===== config.mk =====
export PLATFORM = sky130hd
export DESIGN_NAME = scan_test_controller_flat
export DESIGN_NICKNAME = d
export VERILOG_FILES = /design/src/rtl/scan_test_controller_pkg.sv /design/src/rtl/scan_test_controller_if.sv /design/src/rtl/scan_test_controller_resp_unloader.sv /design/src/rtl/scan_test_controller.sv /design/src/flat_wrapper.sv
export SDC_FILE = /design/constraint.sdc
export NUM_CORES = 1
export LEC_CHECK = 0
export ABC_AREA = 1
export BUFFER_PORTS_ARGS = -buffer_cell sky130_fd_sc_hd__buf_2
export CAP_MARGIN = 20
export CORE_MARGIN = 1.5
export CORE_UTILIZATION = 60
export CTS_CLUSTER_DIAMETER = 40
export DETAILED_ROUTE_END_ITERATION = 12
export PLACE_DENSITY = 0.83
export SYNTH_ARGS = -nofsm -noshare
export SYNTH_HDL_FRONTEND = slang
export SYNTH_SLANG_ARGS = --single-unit

===== constraint.sdc =====
create_clock -name clk -period 2.3 [get_ports clk]
set_clock_uncertainty 0.05 [all_clocks]
set_input_delay 0.115 -clock clk [delete_from_list [all_inputs] [get_ports clk]]
set_output_delay 0.115 -clock clk [all_outputs]
set_load 0.02 [all_outputs]

===== src/rtl/scan_test_controller_pkg.sv =====
// scan_test_controller_pkg: FSM encodings, scan-enable levels and width helper
package scan_test_controller_pkg;
  localparam logic [2:0] S_IDLE  = 3'd0;
  localparam logic [2:0] S_SHIFT = 3'd1;
  localparam logic [2:0] S_CAPT  = 3'd2;
  localparam logic [2:0] S_FLUSH = 3'd3;
  localparam logic [2:0] S_DONE  = 3'd4;
  localparam logic SE_SHIFT = 1'b1;
  localparam logic SE_CAPT  = 1'b0;
  function automatic int idx_w(input int n);
    return n > 1 ? $clog2(n) : 1;
  endfunction
endpackage


===== src/rtl/scan_test_controller_if.sv =====
// scan_test_controller_if: run control, scan chain pins and parallel response port
interface scan_test_controller_if #(
  parameter int CHAIN_LEN = 4,
  parameter int PW = 4
);
  logic start;
  logic so;
  logic se;
  logic si;
  logic busy;
  logic done;
  logic resp_valid;
  logic [CHAIN_LEN-1:0] resp_data;
  logic [PW-1:0] resp_pat;
  modport master(input start, so, output se, si, busy, done, resp_valid, resp_data, resp_pat);
  modport slave(output start, so, input se, si, busy, done, resp_valid, resp_data, resp_pat);
endinterface


===== src/rtl/scan_test_controller_resp_unloader.sv =====
// scan_test_controller_resp_unloader: collects SO bits and publishes each completed unload
module scan_test_controller_resp_unloader #(
  parameter int CHAIN_LEN = 4,
  parameter int PW = 4,
  parameter int BW = 2
) (
  input  logic                 clk,
  input  logic                 rst,
  input  logic                 so,
  input  logic                 sample_en,
  input  logic [BW-1:0]        bit_idx,
  input  logic                 emit,
  input  logic [PW-1:0]        emit_pat,
  output logic                 resp_valid,
  output logic [CHAIN_LEN-1:0] resp_data,
  output logic [PW-1:0]        resp_pat
);
  logic [CHAIN_LEN-1:0] sr, nxt;
  // the final SO bit lands in the same edge that publishes the word
  always_comb begin
    nxt = sr;
    if (sample_en) nxt[bit_idx] = so;
  end
  always_ff @(posedge clk or posedge rst)
    if (rst) begin
      sr <= '0;
      resp_valid <= 1'b0;
      resp_data <= '0;
      resp_pat <= '0;
    end else begin
      sr <= nxt;
      resp_valid <= emit;
      if (emit) begin
        resp_data <= nxt;
        resp_pat <= emit_pat;
      end
    end
endmodule


===== src/rtl/scan_test_controller.sv =====
// scan_test_controller: drives SE/SI to load every pattern into a scan chain and
// unloads each captured response while the next pattern shifts in
module scan_test_controller
  import scan_test_controller_pkg::*;
#(
  parameter int CHAIN_LEN = 4,
  parameter int NUM_PATTERNS = 2 ** CHAIN_LEN,
  parameter int PW = idx_w(NUM_PATTERNS)
) (
  input logic clk,
  input logic rst,
  scan_test_controller_if.master bus
);
  localparam int BW = idx_w(CHAIN_LEN);
  logic [2:0] state;
  logic [BW-1:0] bit_cnt;
  logic [PW-1:0] pat_cnt;
  logic [CHAIN_LEN-1:0] pat_ext;
  logic shifting, last, emit;
  assign shifting = state == S_SHIFT || state == S_FLUSH;
  assign last = bit_cnt == BW'(CHAIN_LEN - 1);
  assign pat_ext = CHAIN_LEN'(pat_cnt);
  // the first shift of a run unloads undefined chain contents, so it is not published
  assign emit = shifting && last && (state == S_FLUSH || pat_cnt != '0);
  always_ff @(posedge clk or posedge rst)
    if (rst) begin
      state <= S_IDLE;
      bit_cnt <= '0;
      pat_cnt <= '0;
    end else begin
      bit_cnt <= shifting && !last ? bit_cnt + 1'b1 : '0;
      case (state)
        S_IDLE: if (bus.start) begin
          state <= S_SHIFT;
          pat_cnt <= '0;
        end
        S_SHIFT: if (last) state <= S_CAPT;
        S_CAPT: if (pat_cnt == PW'(NUM_PATTERNS - 1)) state <= S_FLUSH;
          else begin
            state <= S_SHIFT;
            pat_cnt <= pat_cnt + 1'b1;
          end
        S_FLUSH: if (last) state <= S_DONE;
        default: state <= S_IDLE;
      endcase
    end
  assign bus.se = shifting ? SE_SHIFT : SE_CAPT;
  assign bus.si = state == S_SHIFT && pat_ext[bit_cnt];
  assign bus.busy = shifting || state == S_CAPT;
  assign bus.done = state == S_DONE;
  scan_test_controller_resp_unloader #(
    .CHAIN_LEN(CHAIN_LEN),
    .PW(PW),
    .BW(BW)
  ) u_unload (
    .clk(clk),
    .rst(rst),
    .so(bus.so),
    .sample_en(shifting),
    .bit_idx(bit_cnt),
    .emit(emit),
    .emit_pat(state == S_FLUSH ? pat_cnt : pat_cnt - 1'b1),
    .resp_valid(bus.resp_valid),
    .resp_data(bus.resp_data),
    .resp_pat(bus.resp_pat)
  );
endmodule


===== src/flat_wrapper.sv =====
// flat-port wrapper written by rule: the top's interface ports become plain ports
module scan_test_controller_flat import scan_test_controller_pkg::*;
#(
  parameter int CHAIN_LEN = 4,
  parameter int NUM_PATTERNS = 2 ** CHAIN_LEN,
  parameter int PW = idx_w(NUM_PATTERNS)
)
  (clk, rst, bus_start, bus_so, bus_se, bus_si, bus_busy, bus_done, bus_resp_valid, bus_resp_data, bus_resp_pat);
  scan_test_controller_if #(.CHAIN_LEN(CHAIN_LEN), .PW(PW)) bus_i ();
  input logic clk;
  input logic rst;
  input wire logic [$bits(bus_i.start)-1:0] bus_start;
  input wire logic [$bits(bus_i.so)-1:0] bus_so;
  output wire logic [$bits(bus_i.se)-1:0] bus_se;
  output wire logic [$bits(bus_i.si)-1:0] bus_si;
  output wire logic [$bits(bus_i.busy)-1:0] bus_busy;
  output wire logic [$bits(bus_i.done)-1:0] bus_done;
  output wire logic [$bits(bus_i.resp_valid)-1:0] bus_resp_valid;
  output wire logic [$bits(bus_i.resp_data)-1:0] bus_resp_data;
  output wire logic [$bits(bus_i.resp_pat)-1:0] bus_resp_pat;
  assign bus_i.start = bus_start;
  assign bus_i.so = bus_so;
  assign bus_se = bus_i.se;
  assign bus_si = bus_i.si;
  assign bus_busy = bus_i.busy;
  assign bus_done = bus_i.done;
  assign bus_resp_valid = bus_i.resp_valid;
  assign bus_resp_data = bus_i.resp_data;
  assign bus_resp_pat = bus_i.resp_pat;
  scan_test_controller #(.CHAIN_LEN(CHAIN_LEN), .NUM_PATTERNS(NUM_PATTERNS), .PW(PW)) u_core (.clk(clk), .rst(rst), .bus(bus_i));
endmodule

==> impl_metrics.toml, run 1 <==
[die]
start_util = 0.6283
num_rows = 16
dieArea_um2 = 2291
fp.dieH_um = 47.86
core-area_um2 = 1922
ios = 17
die_w_um = 47.86

[setup_path]
worstSetupStartpointType = "register"
r2r_start = "u_core.pat_cnt[0]"
cp.required_ns = 2.13
reg2regPathDepth = 8
end_kind = "output port"
crit_path_start = "u_core.pat_cnt[2]"
arrival_ns = 1.53
critPathMaxFanout = 8
worstSetupPathType = "reg -> out"

[place]
dpl.hpwl_um = 1719
port_buffers = 16
place_inst = 194
place.gp.congestion = 0.8358

[global_route]
antenna_found_initial = 0
grtUsageTotal = 0.2230
grt_max_degree = 23
grt_pass1_wl_um = 3560
grt_pass1_vias = 836
grt_overflow = 0

[clock_tree]
path_clk_slew_ns = 0.12
clkLatencyLatePin_ns = 0.31
cts_made_buffers = 3
htree_levels = 1
cts.path.max_buffers = 2
tritoncts = "done"
cts_setup_buffers = 0
ctsRootBufferMaster = "clkbuf_4"
clock-sinks = 22
cts_resized = 0

[synthesis]
yosysSeqAreaShare = 0.4560
synth_xor_area_frac = 0.007254
synth_area_um2 = 1207
synth.area.mux_share = 0
synthAdderAreaFrac = 0.07254
synth_compound_area_frac = 0.09637
synth_top_family_by_area = "simple AND/OR/NAND/NOR gates"
synth-simple-area-share = 0.2902
synthCells = 153
synth_nets = 164
syn_area_per_cell_um2 = 7.892
ys_seq_elements = 22
ys_warn_count = 0
yosysUniqueCellTypes = 21

[cells_and_area]
layout_common_cells = "nand2_1 (48), dfrtp_1 (22), inv_1 (19), buf_2 (16), nand3_1 (12)"
nets = 184
register_area_um2 = 550.5
final_layout_size_suffix_gt1_frac = 0.1754
final_common_cell = "nand2_1"
multi_input_area_um2 = 563.0
final_util = 0.6999
final-instance-count-excl-fill = 198
fillers = 176
area_growth_pct = 11.40
diodes = 0

[power]
powerDensity_nw_per_um2 = 1384
leakage_nw = 0.7321
ir_worst_vdd_v = 0.001015

[detailed_routing]
viasPerCell = 5.015
drt-wirelength-per-cell_um = 11.49
drtPass1Iterations = 4
ant_nets = 0
drt_iter0_markers = 32
drc_errors = 0
wirelength_um = 2275
vias = 993

[timing]
slew_headroom = 0.4496
rsz0062_at_grt = "no"
finalHoldViolCount = 0
drv_slew = 0
worst_pin_slew_ns = 0.8247
max_freq_ghz = 0.5913
setup_viol = 0
min_period_ns = 1.691
setup_tns_ns = 0
finalCritPeriodShare = 0.7353

[hold_path]
min_from = "bus_so"
hold_path_class = "in -> reg"
hold_path_depth = 3

[outcome]
status = "finished, final reports clean"

[run]
maxCapViolations = 0
[registers in the layout, summed over array words and instances (netlist names)]
name and flops:
u_core.u_unload.resp_pat 4, u_core.u_unload.resp_valid 1, u_core.u_unload.sr 4, u_core.pat_cnt 4
u_core.bit_cnt 2, u_core.state 3, u_core.u_unload.resp_data 4
[per-stage QoR]
step / setup WS (ns) / cell area, um^2 / power (mW) / hold slack, ns
3_3_place_gp: 0.8004 / 1313 / 1.655 / 0.2500
2_1_floorplan: 0.7639 / 1207 / 1.436 / 0.05423
3_5_place_dp: 0.7142 / 1313 / 1.692 / 0.2656
4_1_cts: 0.6181 / 1345 / 1.869 / 0.04731
6_report: 0.6088 / 1345 / 1.862 / 0.04611
5_1_grt: 0.3961 / 1345 / 2.040 / 0.07660
[kinds of logic after synthesis]
group                    after synthesis
buffers and inverters                 24
XOR/XNOR                               1
AND/OR/NAND/NOR                       78
AO/OA/AOI/OAI                         21
adder cells (fa/ha/maj)                7
flip-flops                            22
[power breakdown]
| group | switching [mW] | total [mW] | leakage [nW] | internal [mW] |
|---|---|---|---|---|
| sequential | 0.154 | 0.704 | 0.279 | 0.550 |
| combinational | 0.655 | 0.984 | 0.440 | 0.329 |
| clock | 0.113 | 0.174 | 0.0138 | 0.0612 |
[worst paths after layout]
check,to,slack (ns)
max reg2reg,u_core.u_unload.resp_pat[0],0.70
min in group asynchronous,u_core.u_unload.resp_data[1],0.45
max in group asynchronous,u_core.pat_cnt[0],1.24
min,u_core.u_unload.sr[3],0.05
max,bus_si,0.61
min reg2reg,u_core.u_unload.resp_pat[1],0.43
[area by class of cell]
type	count	share of cell area
clock buffer	3	0.01674
inverter	22	0.06326
multi-input combinational	107	0.4186
sequential	22	0.4093
tap	27	0.02512
timing repair buffer	17	0.06698
[critical path, stage by stage, from the launching register on]
cell and delay [ns]:
dfrtp_1 0.50, inv_1 0.15, a21oi_1 0.13, o21ai_0 0.09
a21oi_1 0.16, buf_2 0.19
[cell usage after synthesis, drive strengths merged]
cell type	count	area, um^2
dfrtp	22	550.5
o21ai	14	70.07
xor2	1	8.760
clkbuf	1	3.750
buf	1	5.000
nand4	1	6.260
nor2	11	60.06
ha	7	87.58
inv	22	85.09
nand2	51	198.9
a21oi	7	46.30
nor3	1	5.000
nand3	14	80.08
[layer usage]
metal / GRT usage / wire length, um
met4: 0.08108 / 25
met5: 0 / 0
met2: 0.3733 / 1092
met1: 0.2900 / 1065
met3: 0.03396 / 91
[what timing repair did]
| item | CTS | global route |
|---|---|---|
| endpoints found under the setup margin | 0 | 0 |
| hold endpoints to repair | 22 | 0 |
| hold buffers | 1 | 0 |
Power figures use the tool's default switching activity.
==> run 2: changes to the inputs <==
ABC_AREA = 0   (was 1)
CORE_UTILIZATION = 55   (was 60)
PLACE_DENSITY = 0.77   (was 0.83)
clock period = 1.64 ns   (was 2.3 ns; I/O delays follow)
==> impl_metrics.toml, run 2 <==
[timing]
drv_slew = 0
slew_headroom = 0.7531
rsz0062_at_grt = "yes"
setup_viol = 10
min_period_ns = 1.749
worst_pin_slew_ns = 0.3664
max_freq_ghz = 0.5718
finalHoldViolCount = 0
timing.hold.ws_ns = 0.01291
finalWorstSetupSlack_ns = -0.1088
finalCritPeriodShare = 1.066

[detailed_routing]
viasPerCell = 5.399
drt_iter0_markers = 11
ant_nets = 0
drt-wirelength-per-cell_um = 14.57
drc_errors = 0
vias = 907
wirelength_um = 2447
drtPass1Iterations = 4

[global_route]
grtUsageTotal = 0.2293
antenna_found_initial = 0
grt_max_degree = 22
grt_pass1_wl_um = 4126
grt_pass1_vias = 916
grt_overflow = 0

[synthesis]
yosysMostFrequentCell = "dfrtp_1"
synth_top_area_frac = 0.4531
yosysUniqueCellTypes = 39
async_reset_ff_frac = 1.000
ys_seq_elements = 21
synth-simple-area-share = 0.1748
synth-main-ff-cell = "dfrtp_1"
synthAdderAreaFrac = 0.07551
ys_warn_count = 0
syn_area_per_cell_um2 = 11.60
synthTopCellsByCount = "dfrtp_1 (21), ha_1 (7), inv_1 (7)"
synth_xor_area_frac = 0.01510
synth_nets = 111
synthTopCellsByArea = "dfrtp_1 (45%), mux2_4 (7.8%), ha_1 (7.6%)"
synth_edf_count = 0
synth_largest_area_cell = "dfrtp_1"
yosysSeqAreaShare = 0.4531
synthCells = 100
synth_compound_area_frac = 0.08630
synth_area_um2 = 1160
synth_top_family_by_area = "simple AND/OR/NAND/NOR gates"
synth.area.mux_share = 0.1467

[place]
place.gp.congestion = 0.8345
placed_area_um2 = 1379
port_buffers = 16
dpl.hpwl_um = 1704

[clock_tree]
htree_levels = 1
ctsRootBufferMaster = "clkbuf_4"
path_clk_slew_ns = 0.12
clkLatencyLatePin_ns = 0.29
clock-sinks = 21
cts_made_buffers = 3
cts.path.max_buffers = 2
tritoncts = "done"

[setup_path]
end_kind = "register"
worstSetupStartpointType = "register"
critPathSlowestCell = "or4b_4"
crit_family = "simple AND/OR/NAND/NOR gates"
crit_path_cell_trace = "buf_4, or4b_4, and2_4, mux2_4"
arrival_ns = 1.89
worst_path_largest_cell_delay_ns = 0.53
reg2reg_slack_ns = -0.11
worstSetupPathType = "reg -> reg"
critPathMaxFanout = 8
cp.required_ns = 1.78
critPathBufInv = 1

[power]
leakage_nw = 0.7502
ir_worst_vdd_v = 0.001161
powerDensity_nw_per_um2 = 1813

[cells_and_area]
final_common_cell = "buf_4"
layout_common_cells = "buf_4 (22), dfrtp_1 (20), buf_2 (16), mux2_4 (6)"
fillers = 133
nets = 153
top_regs = "u_core.pat_cnt x4, u_core.u_unload.resp_data x4, u_core.u_unload.resp_pat x4"
area_growth_pct = 32.36
diodes = 0
design_area_um2 = 1535
final_layout_size_suffix_gt1_frac = 0.4823

[outcome]
status = "finished, violations left"
violations = "setup timing"

[hold_path]
hold_path_class = "in -> reg"

[run]
maxCapViolations = 0

[die]
ios = 17
num_rows = 16
dieArea_um2 = 2393
core-area_um2 = 1982
start_util = 0.5852
die_w_um = 48.92
fp.dieH_um = 48.92
## run 2: stage by stage
step / setup TNS (ns) / power (mW) / worst slack (ns) / std cells / utilization
after floorplan: -1.587 / 1.866 / -0.2421 / 100 / -
after global placement: -0.1011 / 2.267 / -0.01726 / 155 / 0.6957
after detailed placement: -0.4008 / 2.324 / -0.06487 / 155 / 0.6957
after CTS: -0.7616 / 2.693 / -0.09681 / 166 / 0.7494
after global routing: -1.186 / 2.979 / -0.1374 / 168 / 0.7746
final: -0.8200 / 2.783 / -0.1088 / 168 / 0.7746
## run 2: repair_timing
action / in CTS / in global routing
buffers inserted: 6 / 2
resized for setup: 9 / 7
setup endpoints to repair: 9 / 12
pin swaps: 2 / 1
hold buffers: 1 / 0
gates cloned: 0 / 0
endpoints found under the hold margin: 21 / 0
## run 2: layout make-up
class / count / area [um^2] / share of cell area
clock buffers: 3 / 22.52 / 0.01467
multi-input cells: 66 / 620.6 / 0.4042
flip-flops and latches: 21 / 526.8 / 0.3431
well taps: 27 / 33.78 / 0.02200
inverters: 7 / 26.28 / 0.01711
clock inverters: 1 / 5.005 / 0.003260
repair buffers: 43 / 300.3 / 0.1956
## run 2: worst paths after layout
check,from,to,depth (start not counted)
max in group asynchronous,rst,u_core.bit_cnt[0],4
max,u_core.pat_cnt[3],u_core.u_unload.resp_data[0],4
min in group asynchronous,rst,u_core.pat_cnt[0],4
min reg2reg,u_core.u_unload.resp_data[1],u_core.u_unload.resp_data[1],1
max reg2reg,u_core.pat_cnt[3],u_core.u_unload.resp_data[0],4
min,bus_so,u_core.u_unload.resp_data[3],2
## run 2: cell families after synthesis
| kind of cell | after synthesis |
|---|---|
| compound gates | 14 |
| simple gates | 31 |
| flops | 21 |
| buf+inv | 13 |
| fa+ha+maj | 7 |
| xor+xnor | 2 |
| mux | 12 |
## run 2: where the power goes
group	total (mW)	switching, mW	internal, mW
logic	1.63	0.792	0.843
registers	0.903	0.161	0.742
clock network	0.245	0.155	0.0907
total	2.78	1.11	1.68
## run 2: metal layers
| layer | global-route usage | vias up | part of all wire |
|---|---|---|---|
| met5 | 0 | - | 0 |
| met1 | 0.2759 | 438 | 0.43 |
| met4 | 0.07619 | 0 | 0.023 |
| met3 | 0.02761 | 10 | 0.018 |
| li1 | - | 444 | - |
| met2 | 0.4224 | 15 | 0.53 |
==> run 3: changes to the inputs <==
clock period = 1.9 ns   (was 1.64 ns; I/O delays follow)
==> impl_metrics.toml, run 3 (synthesis results as in run 2) <==
[detailed_routing]
ant_nets = 0
viasPerCell = 5.493
drt-wirelength-per-cell_um = 14.16
vias = 824
drtPass1Iterations = 4
drc_errors = 0
drt_iter0_markers = 11
wirelength_um = 2124

[global_route]
grt_pass1_wl_um = 3539
antenna_found_initial = 0
grt_overflow = 0
grt_pass1_vias = 794
grtUsageTotal = 0.1914
grt_max_degree = 22

[setup_path]
worstSetupPathType = "reg -> out"
critPathMaxFanout = 6
reg2regPathDepth = 5
end_kind = "output port"
worstSetupStartpointType = "register"
arrival_ns = 1.66
cp.required_ns = 1.75

[power]
seqPwrFrac = 0.363
finalPower_mw = 2.114
leakage_nw = 0.6612
ir_worst_vdd_v = 0.001167
switchingPower_uw = 845.7
powerDensity_nw_per_um2 = 1576
p_int_mw = 1.269
p_sw_frac = 0.4000
p_clk_frac = 0.101
p_comb_frac = 0.536

[cells_and_area]
nets = 135
final_common_cell = "dfrtp_1"
final-instance-count-excl-fill = 150
top_regs = "u_core.pat_cnt x4, u_core.u_unload.resp_data x4, u_core.u_unload.resp_pat x4"
fillers = 156
final_layout_size_suffix_gt1_frac = 0.3333
area_growth_pct = 15.64
final_util = 0.6768
diodes = 0
layout_common_cells = "dfrtp_1 (21), buf_2 (16), buf_4 (8), ha_1 (7)"

[clock_tree]
tritoncts = "done"
clock-sinks = 21
htree_levels = 1
clkLatencyLatePin_ns = 0.31
path_clk_slew_ns = 0.12
cts_setup_buffers = 0
cts.path.max_buffers = 2
ctsRootBufferMaster = "clkbuf_4"
cts_made_buffers = 3

[timing]
worst_pin_slew_ns = 0.7833
finalHoldViolCount = 0
setup_viol = 0
setup_tns_ns = 0
drv_slew = 0
min_period_ns = 1.810
slew_headroom = 0.4772
finalCritPeriodShare = 0.9524
max_freq_ghz = 0.5526
rsz0062_at_grt = "no"

[die]
fp.dieH_um = 48.92
num_rows = 16
start_util = 0.5852
ios = 17
die_w_um = 48.92
core-area_um2 = 1982
dieArea_um2 = 2393

[place]
place.gp.congestion = 0.8105
port_buffers = 16
dpl.hpwl_um = 1567
place_inst = 145

[outcome]
status = "finished, final reports clean"

[run]
maxCapViolations = 0

[hold_path]
hold_path_class = "in -> reg"
hold_path_depth = 2
run 3: worst paths after layout:
path / endpoint / from / slack (ns)
max in group asynchronous: u_core.u_unload.sr[2] / rst / 0.90
min reg2reg: u_core.u_unload.sr[0] / u_core.u_unload.sr[0] / 0.46
min: u_core.u_unload.resp_data[3] / bus_so / 0.02
max reg2reg: u_core.u_unload.resp_data[3] / u_core.pat_cnt[1] / 0.10
min in group asynchronous: u_core.u_unload.resp_pat[1] / rst / 0.41
max: bus_si / u_core.pat_cnt[1] / 0.09
run 3: area by class of cell:
type                       count  area (um^2)  share of cell area
clock buffer                   3        22.52             0.01679
clock inverter                 1        5.005            0.003731
inverter                       7        26.28             0.01959
multi-input combinational     66        578.1              0.4310
sequential                    21        525.5              0.3918
tap                           27        33.78             0.02519
timing repair buffer          25        150.1              0.1119
run 3: per-layer routing:
layer,share of wire,up-vias,track usage
met1,0.47,404,0.2348
met3,0.031,2,0.05828
met5,0,-,0
met2,0.49,9,0.3447
li1,-,409,-
met4,0.0047,0,0.01429
run 3: metrics by stage:
step                hold slack [ns]  worst slack [ns]  instance area [um^2]
global route                0.02122           0.03411                  1341
detailed placement           0.2282            0.1343                  1304
floorplan                   0.02153           0.01787                  1170
CTS                         0.01381           0.09174                  1341
global placement             0.2140            0.2026                  1304
finish                      0.01823           0.09036                  1341
run 3: power groups by stage:
stage / clock network, mW / registers (mW) / logic, mW
after floorplan: 0 / 0.863 / 0.747
after global routing: 0.233 / 0.786 / 1.23
after CTS: 0.218 / 0.766 / 1.15
after global placement: 0 / 0.767 / 1.10
final: 0.214 / 0.767 / 1.13
after detailed placement: 0 / 0.773 / 1.14
run 3: what timing repair did:
item,in CTS,in global routing
hold buffers,1,0
endpoints found under the hold margin,21,0
gates resized for setup,0,0
run 3: critical path, stage by stage, from the launching register on:
cell	delay, ns
dfrtp_1	0.42
buf_4	0.16
mux4_1	0.48
nor3b_1	0.14
buf_2	0.16
